[config.mk]
export PLATFORM = sky130hd
export DESIGN_NAME = sample_demux_8ch
export DESIGN_NICKNAME = d
export VERILOG_FILES = /design/src/rtl/sample_demux_8ch.sv
export SDC_FILE = /design/constraint.sdc
export NUM_CORES = 1
export LEC_CHECK = 0
export CORE_MARGIN = 2
export CORE_UTILIZATION = 46
export DETAILED_ROUTE_END_ITERATION = 16
export PLACE_DENSITY = 0.78
export RECOVER_POWER = 100
export SLEW_MARGIN = 20
export SYNTH_ARGS = -nofsm -noshare
export SYNTH_HDL_FRONTEND = slang
export SYNTH_SLANG_ARGS = --single-unit
[constraint.sdc]
create_clock -name clk -period 3.1 [get_ports clk]
set_clock_uncertainty 0.15 [all_clocks]
set_input_delay 0.62 -clock clk [delete_from_list [all_inputs] [get_ports clk]]
set_output_delay 0.62 -clock clk [all_outputs]
set_load 0.05 [all_outputs]
[src/rtl/sample_demux_8ch.sv]
// Eight-channel sample distributor: routes each accepted sample to a per-channel
// holding register selected either by in_sel or by a round-robin pointer.
module sample_demux_8ch #(
    parameter int unsigned WIDTH = 8
) (
    input  logic               clk,
    input  logic               rst_n,
    input  logic [WIDTH-1:0]   in_data,
    input  logic [2:0]         in_sel,
    input  logic               in_valid,
    output logic               in_ready,
    input  logic               auto_mode,
    input  logic               flush,
    input  logic [7:0]         out_ack,
    output logic [8*WIDTH-1:0] out_bus,
    output logic [7:0]         out_valid,
    output logic [2:0]         rr_ptr
);

    logic [8*WIDTH-1:0] bus_q, bus_d;
    logic [7:0]         valid_q, valid_d;
    logic [2:0]         ptr_q, ptr_d;
    logic [2:0]         dest;
    logic               xfer;

    assign dest     = auto_mode ? ptr_q : in_sel;
    assign in_ready = (!valid_q[dest] || out_ack[dest]) && !flush;
    assign xfer     = in_valid && in_ready;

    // Ack clears first so a same-cycle transfer into the acked channel re-sets
    // its valid bit; flush overrides both but never touches the data.
    always_comb begin
        bus_d   = bus_q;
        valid_d = valid_q & ~out_ack;
        ptr_d   = ptr_q;
        if (flush) begin
            valid_d = '0;
            ptr_d   = '0;
        end else if (xfer) begin
            for (int unsigned n = 0; n < 8; n++) begin
                if (dest == 3'(n)) begin
                    bus_d[n*WIDTH +: WIDTH] = in_data;
                    valid_d[n]              = 1'b1;
                end
            end
            if (auto_mode) begin
                ptr_d = ptr_q + 3'd1;
            end
        end
    end

    always_ff @(posedge clk or negedge rst_n) begin
        if (!rst_n) begin
            bus_q   <= '0;
            valid_q <= '0;
            ptr_q   <= '0;
        end else begin
            bus_q   <= bus_d;
            valid_q <= valid_d;
            ptr_q   <= ptr_d;
        end
    end

    assign out_bus   = bus_q;
    assign out_valid = valid_q;
    assign rr_ptr    = ptr_q;

endmodule

Word-level counts from Yosys, hierarchy flattened --
Cells that the tools add are included.
Word-level totals: register bits after elaboration 75, output and inout bits 76, word-level logic and storage cells 57
Operators by class: add/subtract/negate cells 1, order comparisons 1, equality and inequality tests 7, mux-type cells 18, bitwise gates (word level) 3, reductions and logical operators 17
Operator list (count):
- 3-bit AND reduction | 8
- 8-bit 2-to-1 mux | 2
- 3-bit == test (second input constant) | 4
- 3-bit 2-to-1 mux | 4
- 1-bit 2-to-1 mux | 10
- 8-bit bitwise AND | 1
- 8-bit inverter | 1
- 1-bit binary-select mux with 3-bit select | 2
- 3-bit by 2-bit == test with 1-bit output (second input constant) | 2
- 3-bit by 4-bit < comparator with 1-bit output (second input constant) | 1
- 2-bit nonzero test | 2
- 3-bit by 1-bit adder with 3-bit output (second input constant) | 1
- 3-bit by 1-bit == test with 1-bit output (second input constant) | 1
- 3-bit logical NOT | 1
- 1-bit logical AND | 2
- 1-bit logical NOT | 2
- 2-bit AND reduction | 1
- 1-bit logical OR | 1
- 1-bit inverter | 1

Logic depth before layout (Yosys ltp) --
Gate-level depths: netlist of the first run.
depth after elaboration 9, mapped depth 8, gate-level depth less buffers 6

Worst setup path before layout of the first run --
No wires, ideal clock.
path type reg2out, from reg ptr_q[0], in the netlist rr_ptr[0], to out in_ready, data arrival time 2777 ps, required time 2330 ps, path slack -447 ps, cell stages (with the launch flop) 7, buffers on the path 2, cells stage by stage dfrtp_1 > buf_2 > mux2i_1 > mux4_2 > a22oi_1 > buf_4 > nor2b_1
Between the ends: longest elaborated chain between the ends 6
RTL lines:
- start: declaration | line 22 | logic [2:0] ptr_q, ptr_d;
- start signal: assignment | line 60 | ptr_q <= ptr_d;
- 3-bit 2-to-1 mux (*) | line 26 | assign dest = auto_mode ? ptr_q : in_sel;
- 1-bit binary-select mux with 3-bit select | line 27 | assign in_ready = (!valid_q[dest] || out_ack[dest]) && !flush;
- 1-bit 2-to-1 mux (not written as such) | line 27
- 1-bit logical NOT | line 27
- 1-bit logical OR (*) | line 27
- 1-bit logical AND (*) | line 27
- end: declaration | line 11 | output logic in_ready,
Mark *: on every way between the ends. The rest lies on a longest branch, timed or not. The select of a mux whose other input is x is not followed.

Worst setup path after layout of the first run --
from in in_sel[1], to out in_ready
Between the ends: longest elaborated chain between the ends 6
RTL lines:
- start: declaration | line 9 | input logic [2:0] in_sel,
- 3-bit 2-to-1 mux (*) | line 26
- 1-bit binary-select mux with 3-bit select | line 27
- 1-bit 2-to-1 mux (not written as such) | line 27
- 1-bit logical NOT | line 27
- 1-bit logical OR (*) | line 27
- 1-bit logical AND (*) | line 27
Marks and branches as above.

==> metrics.txt, run 1 <==
outcome=finished with violations; failing checks=capacitance limit, slew limit; Clk network pwr share=0.199; Logic pwr share=0.431; R2R depth=8; Crit Path Max Fanout=3; I/O Buffers=99; share of power burned in registers=0.370; Lkg Pwr=2.12 nW; Slew Limit Fails=76; CP Data Arrival Time=2.20 ns; final cell count without fillers=435; relative slew slack=-0.195; type of origin of the critical path=input port; CP Capture Type=primary output; drt total wl=8070 um; setup violators final=0; worst vdd ir=699 uV; Critical Path Start=in_sel[1]; PD cells=772 nW/um2; DRT antenna net count=0; Switching Share=0.434; r2r startpoint=rr_ptr[0]; Worst setup endpoint=in_ready; #FFs+latches synth=75; ant diodes=0; Fill cells=512; most frequent cells in the layout=75 x dlygate4sd3_1, 74 x dfrtp_1, 66 x mux2_2; CTS tree=built; Crit Reg-Reg Endpoint=out_bus[27]; Skew-Pair Late Insertion Delay=0.35 ns; Hold-fix buffers, CTS=0; share of cells above drive strength 1=0.304; GRT Util Overall=0.231; Data required, critical path=2.33 ns; ranking of synthesized cells by area=dfrtp_1 59%, mux2_2 24%, nand2b_1 2.6%; Initial Util=0.470; yosys warns=0; Placed Instances=419; Die H=86.8 um; Psw=0.00152 W; R2R setup slack=0.35 ns; first-pass GRT wire length=13000 um; htree depth=3; CTS root buf=clkbuf_8; Least-Margin Pin Slew=1.79 ns; GP Congestion=0.848; largest net degree at the start of global routing=76; Area growth syn-to-layout=44.3%; Final Util=0.677; Gate Count Post-Synth=223; Final #Nets=375; Synth Cell Area=3160 um2; drt pass-1 iters=4; initial antenna violation count=0; TritonCTS Buffers=9; Post-route DRC=0; clk sink count=75; GR Overflow Total=0; Crit Path Class=input port to primary output; RSZ-0062 raised after global routing=false; Setup Fix Bufs, Post-CTS=0; core footprint=6720 um2; vias=2309; fmax=336 MHz; drt wl/cell=18.6 um; Synth cell types=26; Final Hold Fails=0; iteration-0 DRC count of the detailed router=172; Yosys top cell area share=0.595; Syn Area/Cell=14.2 um2; number of top-level pins=100; row count=30; max-cap violation count=1; Die X=86.8 um; Int Power=0.00199 W; vias in the first global route=2459; commonest non-fill, non-tap cell in the layout=dlygate4sd3_1; CTS max path bufs=2; post-synth top area cell=dfrtp_1; sequential fraction of the synthesis area=0.595; HPWL after DPL=5740 um; part of the cycle the worst path needs=0.959; min Tclk post-route=2.97 ns; Clk pin slew, worst setup/hold paths=0.08 ns; die area=7540 um2; Syn Nets=248; Vias/cell=5.31; Hold WC Path Type=register to register
[sequential cells by signal (all words and copies together), names as in the netlist]
| name | cells |
|---|---|
| out_bus | 64 |
| out_valid | 8 |
| rr_ptr | 3 |
[layout make-up]
cell class                      instances  area [um2]  area share
Clock inverter                          7        58.8      0.0129
Tap cell                               80         100      0.0220
Timing Repair Buffer                  120        1100       0.242
Multi-Input combinational cell        144        1290       0.284
Sequential cell                        75        1880       0.413
Clock buffer                            9         124      0.0272
[metrics by stage]
stage          hold WS [ns]  setup slack (ns)  area [um2]  total power, W  TNS (ns)
2_1_floorplan         0.174            0.0300        3160         0.00232         0
5_1_grt               0.373            0.0243        4550         0.00367         0
3_3_place_gp          0.337            -0.326        4460         0.00291    -14.25
6_report              0.353             0.126        4550         0.00351         0
3_5_place_dp          0.342            -0.352        4460         0.00293    -17.07
4_1_cts               0.280            0.0416        4660         0.00364         0
[power by group through the flow]
| stage | registers [W] | logic (W) | clock network [W] |
|---|---|---|---|
| global placement | 0.00132 | 0.00158 | 0 |
| global route | 0.00133 | 0.00157 | 0.000768 |
| floorplan | 0.00209 | 0.000238 | 0 |
| finish | 0.00130 | 0.00151 | 0.000700 |
| detailed placement | 0.00133 | 0.00160 | 0 |
| CTS | 0.00131 | 0.00161 | 0.000721 |
[worst max-delay path, cell delays in order]
cell and delay, ns:
dlygate4sd2_1 0.28, or3b_2 0.46, a21boi_0 0.25, a2111oi_2 0.09
a22oi_2 0.16, nor2b_4 0.20, buf_12 0.14
[cell usage after synthesis]
library cell / number
a21oi_1: 2
or2_2: 1
mux4_2: 2
buf_4: 1
or3b_2: 1
nand2b_1: 13
o21ai_0: 7
nand2_1: 6
buf_2: 2
a22oi_1: 2
clkbuf_1: 1
mux2i_1: 5
nand4_1: 1
nor2_1: 12
nand3b_1: 3
o32ai_1: 1
mux2_2: 66
dfrtp_1: 75
nand3_1: 1
and3b_1: 1
nor2b_1: 6
ha_1: 1
nand2_2: 7
a2111oi_0: 2
o2bb2ai_1: 2
a21boi_0: 2
[kinds of logic (layout without fill, tap and decap cells)]
group | after synthesis | count (layout) | share of synthesized area
AO/OA/AOI/OAI | 18 | 18 | 0.0377
AND/OR/NAND/NOR | 52 | 52 | 0.0912
buffers and inverters | 4 | 136 | 0.00674
flip-flops | 75 | 75 | 0.595
adder cells (fa/ha/maj) | 1 | 1 | 0.00396
multiplexers | 73 | 73 | 0.266
[per-layer routing]
metal  vias up  global-route usage  share of wire
met1      1174               0.317           0.45
met5         -                   0              0
met2        80               0.350           0.47
met3         4              0.0848          0.075
li1       1051                   -              -
met4         0              0.0582         0.0076
[what timing repair did]
action | in CTS | in global routing
resized for setup | 8 | 11
pin swaps | 1 | 0
endpoints found under the setup margin | 1 | 1
[worst min-delay path by stage]
stage	start	end	depth (start not counted)
after floorplan	rst_n	out_bus[0]	0
after global placement	out_bus[15]	out_bus[15]	1
after detailed placement	out_bus[3]	out_bus[3]	1
after CTS	rst_n	out_bus[40]	1
after global routing	out_bus[58]	out_bus[58]	1
final	out_bus[3]	out_bus[3]	1
Power figures use the tool's default switching activity.
==> run 2: changes to the inputs <==
--- a/config.mk
+++ b/config.mk
@@ -10,7 +10,6 @@
 export DETAILED_ROUTE_END_ITERATION = 16
 export PLACE_DENSITY = 0.78
 export RECOVER_POWER = 100
-export SLEW_MARGIN = 20
 export SYNTH_ARGS = -nofsm -noshare
 export SYNTH_HDL_FRONTEND = slang
 export SYNTH_SLANG_ARGS = --single-unit
==> results of run 2 <==
No change in the layout: final DEF, timing and power equal those of run 1.
